`config.mk`:
```
export PLATFORM = sky130hd
export DESIGN_NAME = spi_reg_ctrl
export DESIGN_NICKNAME = d
export VERILOG_FILES = /design/src/rtl/spi_reg_ctrl.sv
export SDC_FILE = /design/constraint.sdc
export NUM_CORES = 1
export LEC_CHECK = 0
export CORE_ASPECT_RATIO = 1.1
export CORE_MARGIN = 5
export CORE_UTILIZATION = 38
export CTS_CLUSTER_SIZE = 28
export DETAILED_ROUTE_END_ITERATION = 6
export PLACE_DENSITY = 0.64
export SLEW_MARGIN = 5
export SYNTH_ARGS = -nofsm -noshare
export SYNTH_HDL_FRONTEND = slang
export SYNTH_SLANG_ARGS = --single-unit
```
`constraint.sdc`:
```
create_clock -name clk -period 1.6 [get_ports clk]
set_input_delay 0.48 -clock clk [delete_from_list [all_inputs] [get_ports clk]]
set_output_delay 0.48 -clock clk [all_outputs]
set_load 0.005 [all_outputs]
```
`src/rtl/spi_reg_ctrl.sv`:
```
// SPI register-expander controller: decodes command/data bytes from an SPI
// slave into a four-entry register file and drives the expander pins.
module spi_reg_ctrl (
  input  logic       clk,
  input  logic       rst,
  input  logic       ss,
  input  logic [7:0] rx_data,
  input  logic       rx_rdy,
  output logic [7:0] tx_data,
  output logic       tx_latch,
  output logic [7:0] pin_out,
  output logic       busy
);

  typedef enum logic [2:0] {
    S_IDLE  = 3'd0,
    S_CMD   = 3'd1,
    S_WDATA = 3'd2,
    S_RDATA = 3'd3,
    S_ERR   = 3'd4
  } state_t;

  localparam logic [1:0] A_OUT     = 2'd0;
  localparam logic [1:0] A_DIR     = 2'd1;
  localparam logic [1:0] A_SCRATCH = 2'd2;
  localparam logic [1:0] A_STATUS  = 2'd3;

  state_t      state;
  state_t      state_nxt;

  logic        rx_rdy_q;
  logic        strobe;
  logic        byte_ok;
  logic        cmd_bad;
  logic        cmd_rd;

  logic [7:0]  out_reg;
  logic [7:0]  dir_reg;
  logic [7:0]  scratch_reg;
  logic        err_sticky;
  logic [3:0]  frame_cnt;
  logic [1:0]  addr;
  logic        frame_seen;
  logic        load_req;

  logic        frame_active;
  logic        wr_en;
  logic        err_set;
  logic        addr_load;
  logic        addr_inc;
  logic        load_set;
  logic        frame_end;
  logic [7:0]  status;
  logic [7:0]  rd_mux;

  // A strobe is only a byte while the frame is selected; ss always wins.
  assign strobe  = rx_rdy & ~rx_rdy_q;
  assign byte_ok = strobe & ~ss;
  assign cmd_bad = |rx_data[6:2];
  assign cmd_rd  = rx_data[7];

  // ---------------------------------------------------------------- FSM
  always_ff @(posedge clk or posedge rst) begin
    if (rst) begin
      state <= S_IDLE;
    end else begin
      state <= state_nxt;
    end
  end

  always_comb begin
    state_nxt = state;
    case (state)
      S_IDLE: begin
        if (!ss) state_nxt = S_CMD;
      end
      S_CMD: begin
        if (ss) begin
          state_nxt = S_IDLE;
        end else if (byte_ok) begin
          if (cmd_bad)     state_nxt = S_ERR;
          else if (cmd_rd) state_nxt = S_RDATA;
          else             state_nxt = S_WDATA;
        end
      end
      S_WDATA, S_RDATA, S_ERR: begin
        if (ss) state_nxt = S_IDLE;
      end
      default: state_nxt = S_IDLE;
    endcase
  end

  always_comb begin
    frame_active = (state != S_IDLE);
    busy         = frame_active;
    wr_en        = (state == S_WDATA) && byte_ok;
    err_set      = (state == S_CMD) && byte_ok && cmd_bad;
    addr_load    = (state == S_CMD) && byte_ok && !cmd_bad;
    addr_inc     = ((state == S_WDATA) || (state == S_RDATA)) && byte_ok;
    load_set     = ((state == S_CMD) && byte_ok && !cmd_bad && cmd_rd) ||
                   ((state == S_RDATA) && byte_ok);
    frame_end    = (state != S_IDLE) && ss;
  end

  // ------------------------------------------------------------ datapath
  always_ff @(posedge clk or posedge rst) begin
    if (rst) begin
      rx_rdy_q <= 1'b0;
    end else begin
      rx_rdy_q <= rx_rdy;
    end
  end

  always_ff @(posedge clk or posedge rst) begin
    if (rst) begin
      addr <= 2'd0;
    end else if (addr_load) begin
      addr <= rx_data[1:0];
    end else if (addr_inc) begin
      addr <= addr + 2'd1;
    end
  end

  always_ff @(posedge clk or posedge rst) begin
    if (rst) begin
      out_reg     <= 8'h00;
      dir_reg     <= 8'h00;
      scratch_reg <= 8'h00;
    end else if (wr_en) begin
      case (addr)
        A_OUT:     out_reg     <= rx_data;
        A_DIR:     dir_reg     <= rx_data;
        A_SCRATCH: scratch_reg <= rx_data;
        default:   ;
      endcase
    end
  end

  // Setting the error flag outranks a simultaneous write-one-to-clear.
  always_ff @(posedge clk or posedge rst) begin
    if (rst) begin
      err_sticky <= 1'b0;
    end else if (err_set) begin
      err_sticky <= 1'b1;
    end else if (wr_en && (addr == A_STATUS) && rx_data[0]) begin
      err_sticky <= 1'b0;
    end
  end

  // Frames that ended without a single accepted byte are not counted.
  always_ff @(posedge clk or posedge rst) begin
    if (rst) begin
      frame_seen <= 1'b0;
      frame_cnt  <= 4'd0;
    end else if (frame_end) begin
      frame_seen <= 1'b0;
      if (frame_seen) frame_cnt <= frame_cnt + 4'd1;
    end else if (byte_ok && frame_active) begin
      frame_seen <= 1'b1;
    end
  end

  assign status = {frame_cnt, 2'b00, frame_active, err_sticky};

  always_comb begin
    rd_mux = 8'h00;
    case (addr)
      A_OUT:     rd_mux = out_reg;
      A_DIR:     rd_mux = dir_reg;
      A_SCRATCH: rd_mux = scratch_reg;
      A_STATUS:  rd_mux = status;
      default:   rd_mux = 8'h00;
    endcase
  end

  // The load lags the byte by one edge so rd_mux sees the updated address.
  always_ff @(posedge clk or posedge rst) begin
    if (rst) begin
      load_req <= 1'b0;
      tx_data  <= 8'h00;
      tx_latch <= 1'b0;
    end else begin
      load_req <= load_set;
      if (load_req && !ss) begin
        tx_data  <= rd_mux;
        tx_latch <= 1'b1;
      end else begin
        tx_latch <= 1'b0;
      end
    end
  end

  assign pin_out = out_reg & dir_reg;

endmodule

```
==> results of run 1 <==
## what timing repair did
action	4_1_cts	5_1_grt
gates resized for setup	36	25
setup endpoints to repair	52	45
buffers inserted	17	5
pin swaps	6	12
## synth_stat cells (all sizes together)
library cell / n / area share [%]
o21a: 1 / 0.34
or3: 1 / 0.28
nand4: 1 / 0.28
o31a: 1 / 0.45
nor3: 2 / 0.45
a21oi: 9 / 2.0
xnor2: 3 / 1.2
a222oi: 5 / 2.2
xor2: 1 / 0.39
a31oi: 1 / 0.28
clkbuf: 2 / 0.34
nor2b: 1 / 0.28
and2: 9 / 2.5
nand2b: 1 / 0.28
mux2: 28 / 18
a211oi: 1 / 0.34
o2bb2ai: 2 / 0.78
ha: 5 / 2.8
nor2: 11 / 1.8
dfrtp: 46 / 51
a22oi: 2 / 0.67
a2111oi: 1 / 0.39
nand2: 15 / 4.7
buf: 5 / 2.2
nor4b: 1 / 0.67
o31ai: 1 / 0.34
nand3b: 1 / 0.34
and3: 2 / 0.56
o21ai: 7 / 1.6
a221o: 1 / 0.45
inv: 6 / 1.0
nand3: 2 / 0.45
## how the worst max path moves through the flow
stage | start | end | slack, ns | depth (start not counted)
CTS | state[2]$_DFFE_PP0P_ | busy | -0.11 | 2
finish | state[0]$_DFFE_PP0P_ | busy | -0.09 | 2
floorplan | state[2]$_DFFE_PP0P_ | dir_reg[0]$_DFFE_PP0P_ | 0.01 | 5
global route | state[2]$_DFFE_PP0P_ | busy | -0.14 | 2
detailed placement | rx_rdy | scratch_reg[6]$_DFFE_PP0P_ | -0.59 | 6
global placement | rx_rdy | scratch_reg[5]$_DFFE_PP0P_ | -0.57 | 6
## cell usage in the layout, fill, tap and decap left out, drive strengths merged, types with 5 or more instances in the layout
cell type	n
dlygate4sd2	12
dfrtp	46
clkdlybuf4s15	7
and2	9
nand2	15
buf	51
inv	6
ha	5
a21oi	9
nor2	11
o21ai	7
mux2	28
clkdlybuf4s50	8
a222oi	5
clkbuf	6
## power by group through the flow
| stage | Clock [W] | Combinational (W) | Sequential (W) |
|---|---|---|---|
| 6_report | 0.00103 | 0.000298 | 0.00129 |
| 3_3_place_gp | 0 | 0.000261 | 0.00131 |
| 2_1_floorplan | 0 | 0.000149 | 0.00129 |
| 3_5_place_dp | 0 | 0.000270 | 0.00131 |
| 5_1_grt | 0.00113 | 0.000332 | 0.00130 |
| 4_1_cts | 0.00107 | 0.000279 | 0.00129 |
## worst max-delay path, delay by kind of cell (launching register included)
| kind | cells | cell delay (ns) |
|---|---|---|
| buffers and inverters | 1 | 0.12 |
| and+or+nand+nor | 1 | 0.40 |
| DFF | 1 | 0.39 |
## metrics by stage
step                area [sq um]  setup slack [ns]
floorplan                   2250            0.0117
global placement            2820            -0.568
detailed placement          2820            -0.586
CTS                         3090            -0.107
global route                3200            -0.136
finish                      3200           -0.0897
## area by class of cell
class / instances / share of cell area (%)
clock buffers: 5 / 2.15
clock inverters: 3 / 2.15
inverters: 6 / 0.703
multi-input cells: 116 / 34.6
flip-flops and latches: 46 / 36.0
well taps: 77 / 3.01
repair buffers: 79 / 21.5
## logic make-up after synthesis
kind of cell	after synthesis
AOI/OAI and AO/OA	32
xor gates and xnor gates	4
adders and majority gates	5
buffers and inverters	13
DFF	46
muxes	28
and+or+nand+nor	47
## routing by layer
| layer | GRT usage (%) | up-vias | routed length [um] |
|---|---|---|---|
| met4 | 5.72 | 0 | 109 |
| met3 | 4.65 | 14 | 267 |
| met2 | 24.4 | 43 | 2590 |
| li1 | - | 777 | - |
| met5 | 0 | - | 0 |
| met1 | 17.4 | 808 | 2100 |
==> results.md, run 1 <==
- Dpl cells: 302
- Xor-xnor portion of the synthesized cell area: 1.57%
- Crit end category: output port
- Die width: 83.2 um
- Clk Latency, worst-skew pair: 0.30 ns
- Min-delay worst type: register to register
- Ys Warns: 0
- Max-cap violation count: 0
- Vias per Instance: 4.95
- Average size of a mapped cell: 12.8 sq um
- Root buffer cell: clkbuf_8
- Hold_buf cts: 0
- Final Hold Vio Count: 0
- CTS sink cnt: 46
- Fin crit share: 106%
- Placer Congestion: 0.820
- Hold-critical path depth: 2
- Initial antenna violation count: 0
- VDD IR max: 565 uV
- Critical setup path kind: register to output port
- DR pass1 iterations: 4
- Number of I/O pins: 30
- Worst Reg-to-Reg Cells: 7
- Number of global-route vias before repair: 1792
- Hold EP: tx_data[0]$_DFFE_PP0P_
- Main combinational cell family by area after synthesis: multiplexers
- Crit path required time: 1.12 ns
- Total gr overflow: 0
- NumNets Final: 271
- Sequential share of the synthesized area: 51.5%
- CTS tree: done
- Final ANT Viol Nets: 0
- NetSw: 0.000612 W
- Clock transition at the registers of the reported paths: 0.09 ns
- Syn Std Cell Area: 2240 sq um
- N_diodes: 0
- Crit path cell chain: or3_4, buf_6
- Min Hold Slack: 0.483 ns
- Comb pwr share: 11.4%
- Normalized max-slew margin: 78.1%
- Worst Tran Pin Value: 0.328 ns
- Detailed-placement wirelength estimate: 3380 um
- Number of DRC markers in iteration 0: 94
- Post-route DRC violation count: 0
- Fin util: 55.9%
- Mapped Nets: 192
- FMAX: 592 MHz
- Clock skew: 0.00643 ns
- Reg2reg start: state[0]$_DFFE_PP0P_
- IO buf count: 29
- First-pass GRT wire length: 8760 um
- Total number of vias: 1642
- Register area: 1150 sq um
- CP startpoint kind: register
- Clock share of power: 39.3%
- Mux share of post-synthesis cell area: 18.1%
- Failing checks: negative setup slack
- Post-route setup TNS: -1.17 ns
- #FFs+latches synth: 46
- CP max stage delay: 0.40 ns
- Leak: 1.58 nW
- Final setup violation count: 25
- FF-to-FF End: dir_reg[1]$_DFFE_PP0P_
- Outcome: finished, violations left
- Num CTS Buffers: 5
- Pin count of the biggest net entering global routing: 47
- Multi-input gate area: 1110 sq um
- WL per Instance: 15.3 um
- Worst Path Arrival: 1.21 ns
- HP Start: tx_data[0]$_DFFE_PP0P_
- Net Sw Frac: 23.3%
- Initial Util: 39.0%
- Synth Area in Compound Gates: 9.84%
- Num rows: 29
- Crit path time final: 1.69 ns
- CP max FO: 2
- Synth Area in Adders: 2.80%
- CTS H-Tree Depth: 2
- Fin cells: 332
- Die Y: 90.5 um
- P_int: 0.00201 W
- Total Wirelength: 5070 um
- R2R Setup Slk: -0.03 ns
- Placeable Area: 5730 sq um
- Power Total: 0.00262 W
- RSZ-0062 raised after global routing: yes
- Setup WS post-layout: -0.0897 ns
- Synth Instances: 175
- Library cells used by synthesis: 35
- Die Area: 7520 sq um
- GRT Total Usage: 14.6%
- PwrDens: 818 nW/um^2
- Synthesis-to-finish area growth: 43.2%
- Simple-gate share of the synthesized area: 12.6%
- Slew Limit Fails: 0
- Share of layout cells above drive strength 1: 43.5%
- Seq pwr share: 49.4%
- Slowest CP cell: or3_4
- Fillers: 509
- Max Root-Sink Buffers: 2
Note: power is estimated with default switching activity, not from simulation.
==> inputs of run 2 (changes only) <==
ABC_AREA = 0   (was default)
==> results of run 2 <==
No change in the layout: final DEF, timing and power equal those of run 1.
